--- src/rtl/apb_master_bridge.sv ---
// Single-outstanding APB3 requester: valid/ready command in, SETUP/ACCESS on APB, valid/ready
// response out. Define APB_MASTER_TIMEOUT_EN to add the ACCESS-phase watchdog.
module apb_master_bridge #(
   parameter int unsigned ADDR_WIDTH     = 7,
   parameter int unsigned DATA_WIDTH     = 32,
   parameter int unsigned TIMEOUT_CYCLES = 16
) (
   input  logic                  i_clk,
   input  logic                  i_rst_n,
   input  logic                  i_cmd_valid,
   output logic                  o_cmd_ready,
   input  logic                  i_cmd_write,
   input  logic [ADDR_WIDTH-1:0] i_cmd_addr,
   input  logic [DATA_WIDTH-1:0] i_cmd_wdata,
   output logic                  o_rsp_valid,
   input  logic                  i_rsp_ready,
   output logic [DATA_WIDTH-1:0] o_rsp_rdata,
   output logic                  o_rsp_err,
   output logic                  o_rsp_timeout,
   output logic [ADDR_WIDTH-1:0] o_PADDR,
   output logic                  o_PWRITE,
   output logic                  o_PSEL,
   output logic                  o_PENABLE,
   output logic [DATA_WIDTH-1:0] o_PWDATA,
   input  logic                  i_PREADY,
   input  logic [DATA_WIDTH-1:0] i_PRDATA,
   input  logic                  i_PSLVERR
);

   if (TIMEOUT_CYCLES < 1 || TIMEOUT_CYCLES > 255) begin : g_bad_timeout
      $error("TIMEOUT_CYCLES must be in 1..255");
   end

   typedef enum logic [1:0] {StIdle, StSetup, StAccess} state_e;

   state_e                state_q, state_d;
   logic [ADDR_WIDTH-1:0] paddr_q, paddr_d;
   logic                  pwrite_q, pwrite_d;
   logic [DATA_WIDTH-1:0] pwdata_q, pwdata_d;
   logic                  rsp_valid_q, rsp_valid_d;
   logic [DATA_WIDTH-1:0] rsp_rdata_q, rsp_rdata_d;
   logic                  rsp_err_q, rsp_err_d;

   logic psel, penable, cmd_ready;
   logic accept, complete, timeout_hit;

   assign accept   = (state_q == StIdle) && i_cmd_valid && cmd_ready;
   assign complete = (state_q == StAccess) && i_PREADY;

   // FSM: state register
   always_ff @(posedge i_clk or negedge i_rst_n) begin
      if (!i_rst_n) begin
         state_q <= StIdle;
      end else begin
         state_q <= state_d;
      end
   end

   // FSM: next state
   always_comb begin
      state_d = state_q;
      case (state_q)
         StIdle:   if (accept) state_d = StSetup;
         StSetup:  state_d = StAccess;
         StAccess: if (complete || timeout_hit) state_d = StIdle;
         default:  state_d = StIdle;
      endcase
   end

   // FSM: outputs
   always_comb begin
      psel      = 1'b0;
      penable   = 1'b0;
      cmd_ready = 1'b0;
      case (state_q)
         StIdle:   cmd_ready = !rsp_valid_q || i_rsp_ready;
         StSetup:  psel = 1'b1;
         StAccess: begin
            psel    = 1'b1;
            penable = 1'b1;
         end
         default: ;
      endcase
   end

   // Request registers hold their last values while idle.
   always_comb begin
      paddr_d  = paddr_q;
      pwrite_d = pwrite_q;
      pwdata_d = pwdata_q;
      if (accept) begin
         paddr_d  = i_cmd_addr;
         pwrite_d = i_cmd_write;
         pwdata_d = i_cmd_wdata;
      end
   end

   always_ff @(posedge i_clk or negedge i_rst_n) begin
      if (!i_rst_n) begin
         paddr_q  <= '0;
         pwrite_q <= 1'b0;
         pwdata_q <= '0;
      end else begin
         paddr_q  <= paddr_d;
         pwrite_q <= pwrite_d;
         pwdata_q <= pwdata_d;
      end
   end

   // A response loading on the same edge as a hand-off wins over the clear.
   always_comb begin
      rsp_valid_d = rsp_valid_q;
      rsp_rdata_d = rsp_rdata_q;
      rsp_err_d   = rsp_err_q;
      if (rsp_valid_q && i_rsp_ready) begin
         rsp_valid_d = 1'b0;
      end
      if (complete) begin
         rsp_valid_d = 1'b1;
         rsp_rdata_d = pwrite_q ? '0 : i_PRDATA;
         rsp_err_d   = i_PSLVERR;
      end else if (timeout_hit) begin
         rsp_valid_d = 1'b1;
         rsp_rdata_d = '0;
         rsp_err_d   = 1'b1;
      end
   end

   always_ff @(posedge i_clk or negedge i_rst_n) begin
      if (!i_rst_n) begin
         rsp_valid_q <= 1'b0;
         rsp_rdata_q <= '0;
         rsp_err_q   <= 1'b0;
      end else begin
         rsp_valid_q <= rsp_valid_d;
         rsp_rdata_q <= rsp_rdata_d;
         rsp_err_q   <= rsp_err_d;
      end
   end

`ifdef APB_MASTER_TIMEOUT_EN
   localparam logic [7:0] TimeoutLimit = 8'(TIMEOUT_CYCLES);

   logic [7:0] tmo_cnt_q, tmo_cnt_d;
   logic       rsp_tmo_q, rsp_tmo_d;

   assign timeout_hit = (state_q == StAccess) && !i_PREADY && (tmo_cnt_q == TimeoutLimit);

   // Cleared during SETUP so it reads zero on the first ACCESS cycle.
   always_comb begin
      tmo_cnt_d = tmo_cnt_q;
      if (state_q == StSetup) begin
         tmo_cnt_d = '0;
      end else if ((state_q == StAccess) && !i_PREADY && !timeout_hit) begin
         tmo_cnt_d = tmo_cnt_q + 8'd1;
      end
   end

   always_comb begin
      rsp_tmo_d = rsp_tmo_q;
      if (complete) begin
         rsp_tmo_d = 1'b0;
      end else if (timeout_hit) begin
         rsp_tmo_d = 1'b1;
      end
   end

   always_ff @(posedge i_clk or negedge i_rst_n) begin
      if (!i_rst_n) begin
         tmo_cnt_q <= '0;
         rsp_tmo_q <= 1'b0;
      end else begin
         tmo_cnt_q <= tmo_cnt_d;
         rsp_tmo_q <= rsp_tmo_d;
      end
   end

   assign o_rsp_timeout = rsp_tmo_q;
`else
   assign timeout_hit   = 1'b0;
   assign o_rsp_timeout = 1'b0;
`endif

   assign o_cmd_ready = cmd_ready;
   assign o_rsp_valid = rsp_valid_q;
   assign o_rsp_rdata = rsp_rdata_q;
   assign o_rsp_err   = rsp_err_q;
   assign o_PSEL      = psel;
   assign o_PENABLE   = penable;
   assign o_PADDR     = paddr_q;
   assign o_PWRITE    = pwrite_q;
   assign o_PWDATA    = pwdata_q;

endmodule

--- config.mk ---
export PLATFORM = sky130hd
export DESIGN_NAME = apb_master_bridge
export DESIGN_NICKNAME = d
export VERILOG_FILES = /design/src/rtl/apb_master_bridge.sv
export SDC_FILE = /design/constraint.sdc
export NUM_CORES = 1
export LEC_CHECK = 0
export CORE_UTILIZATION = 62
export DETAILED_ROUTE_END_ITERATION = 6
export DONT_BUFFER_PORTS = 1
export GPL_TIMING_DRIVEN = 0
export PLACE_DENSITY = 0.78
export RECOVER_POWER = 25
export SYNTH_ARGS = -nofsm -noshare
export SYNTH_HDL_FRONTEND = slang
export SYNTH_SLANG_ARGS = --single-unit
--- constraint.sdc ---
create_clock -name i_clk -period 1.7 [get_ports i_clk]
set_input_delay 0.34 -clock i_clk [delete_from_list [all_inputs] [get_ports i_clk]]
set_output_delay 0.34 -clock i_clk [all_outputs]
set_load 0.01 [all_outputs]
==> out/metrics.csv <==
metric;value;unit
first-pass GRT wire length;8887;um
worst hold path type;in2async;
syn_area_per_cell;13.14;um^2
CTS H-tree lvls;3;
final non-filler cell total;329;
Peak supply drop;1.018;mV
worst clock skew;8.682;ps
synthesized area;0.003232;mm^2
Distinct cells, synth;20;
critical path class;reg2out;
initial core utilization;66.23;%
failing checks;hold timing;
Worst EP required;1360;ps
antenna diode count;0;
share of layout cells above drive strength 1;27.48;%
clk slew on worst S/H paths;80;ps
CP Capture Type;output port;
Tot GR Track Use;21.88;%
clk sink count;76;
Max Fclk;632.2;MHz
Placed Cells incl. Taps;313;
most common cell after layout, fill and taps aside;dfrtp_1;
Vert. Die Dim;74.20;um
post-CTS setup buffer count;0;
Synthesized Nets;327;
Hold Fails Final Rpt;76;
clock root cell;clkbuf_8;
ranking of synthesized cells by area;dfrtp_1 59%, mux2_4 18%, nand2b_1 6.2%;
Final Hold Slack;-292.1;ps
MaxCap Viol Count;0;
Avg WL per Cell;17.90;um
Max Slew Vio Count;0;
grt ovf;0;
synth warn;0;
final core occ;73.23;%
Final period util;93.04;%
leak pwr;1.731;nW
die extent in x;74.20;um
initial antenna violation count;0;
Yosys reg bits;76;
via count;1810;
First-pass DRT Iterations;4;
Setup crit start;state_q[1];
Cells after Synth;246;
CTS Buf Count;9;
Vias/cell;5.502;
RSZ-0062 raised after global routing;false;
final setup fails;0;
largest net degree at the start of global routing;77;
vias in the first global route;1771;
Fin Setup TNS;0;ps
FF-to-FF path depth;5;
die area;0.005506;mm^2
Seq/Total Area, Yosys;58.85;%
worst r2r src;state_q[0];
crit-path max FO;5;
total power;7.545;mW
Layout area overhead;10.57;%
minimum clock period;1582;ps
Final GP Congestion;0.6717;
top cell type's share of synthesized area;58.85;%
Critical Path Start Type;register;
most frequent cells in the layout;76 x dfrtp_1, 39 x mux2_4, 34 x nand2_1, 34 x o21ai_0, 32 x nand2b_1;
cell area power density;2112;mW/mm^2
status;complete, but fails checks;
hpwl dp;4194;um
post-synth top area cell;dfrtp_1;
Rows;25;
CTS tree;done;
Core ar.;0.004880;mm^2
CTS Buffer Depth;2;
Remaining DRCs;0;
Post-Route WL;5890;um
Routed Antenna Nets;0;
io pins;156;
Initial DRC Count;67;
Nets;338;
Critical R2R Capture;state_q[1];
Worst EP arrival;1240;ps
clock latency on the worst-skew pair;320;ps
R2R setup slack;140;ps
port bufs;0;
-- final cells by class --
type | instances | area (um^2)
flip-flops and latches | 76 | 1902
fillers | 366 | 1306
multi-input cells | 152 | 1230
clock buffers | 12 | 155.1
plain buffers | 15 | 96.34
clock inverters | 4 | 95.09
well taps | 67 | 83.83
inverters | 3 | 11.26
-- metal layers --
metal	track usage, %	part of all wire, %
met1	27.53	39
met2	33.74	49
met3	10.16	11
met4	7.051	0.75
met5	0	0
-- how the worst max path moves through the flow --
stage / to / slack [ps]
floorplan: state_q[1] / 170
global placement: state_q[1] / 70
detailed placement: state_q[1] / 60
CTS: o_cmd_ready / 30
global route: state_q[1] / 6
finish: o_cmd_ready / 120
-- Yosys cell counts (all sizes together) --
| library cell | number |
|---|---|
| dfrtp | 76 |
| mux2 | 42 |
| nand2 | 34 |
| o21ai | 34 |
| nand2b | 33 |
| buf | 10 |
| clkbuf | 5 |
| ha | 3 |
| inv | 3 |
| and2b | 2 |
| a311oi | 1 |
| and2 | 1 |
| conb | 1 |
| nand3 | 1 |
-- stage by stage --
| step | hold slack, ps | area [um^2] | setup slack [ps] |
|---|---|---|---|
| floorplan | 44.41 | 3232 | 174.6 |
| global placement | 45.77 | 3316 | 66.61 |
| detailed placement | 46.20 | 3316 | 62.53 |
| CTS | -308.9 | 3566 | 34.34 |
| global route | -321.0 | 3573 | 6.086 |
| finish | -292.1 | 3573 | 118.3 |
-- critical path, stage by stage (launching register included) --
cell and delay [ps]:
dfrtp_1 400, inv_1 90, ha_2 250, and2_4 180
-- registers in the layout, indices dropped and copies added, names as in the netlist --
name and flops:
o_rsp_rdata 32, o_PWRITE 1, o_rsp_valid 1, o_rsp_err 1, o_PWDATA 32, o_PADDR 7
state_q 2
-- cells by family after synthesis --
| logic type | Yosys count | synth area share [%] |
|---|---|---|
| AO/OA/AOI/OAI | 35 | 5.536 |
| flip-flops | 76 | 58.85 |
| buffers and inverters | 18 | 3.329 |
| other | 1 | 0.1160 |
| multiplexers | 42 | 19.16 |
| adder cells (fa/ha/maj) | 3 | 1.162 |
| AND/OR/NAND/NOR | 71 | 11.85 |
-- where the power goes --
group	leakage, nW	switching (mW)	internal (mW)
logic	0.666	0.812	1.29
clock network	0.127	0.594	1.05
registers	0.939	1.09	2.71
total	1.73	2.49	5.05
-- repair_timing --
| item | 4_1_cts | 5_1_grt |
|---|---|---|
| hold endpoints to repair | 76 | 76 |
| resized for setup | 0 | 3 |
| setup endpoints to repair | 0 | 11 |
Note: power is estimated with default switching activity, not from simulation.
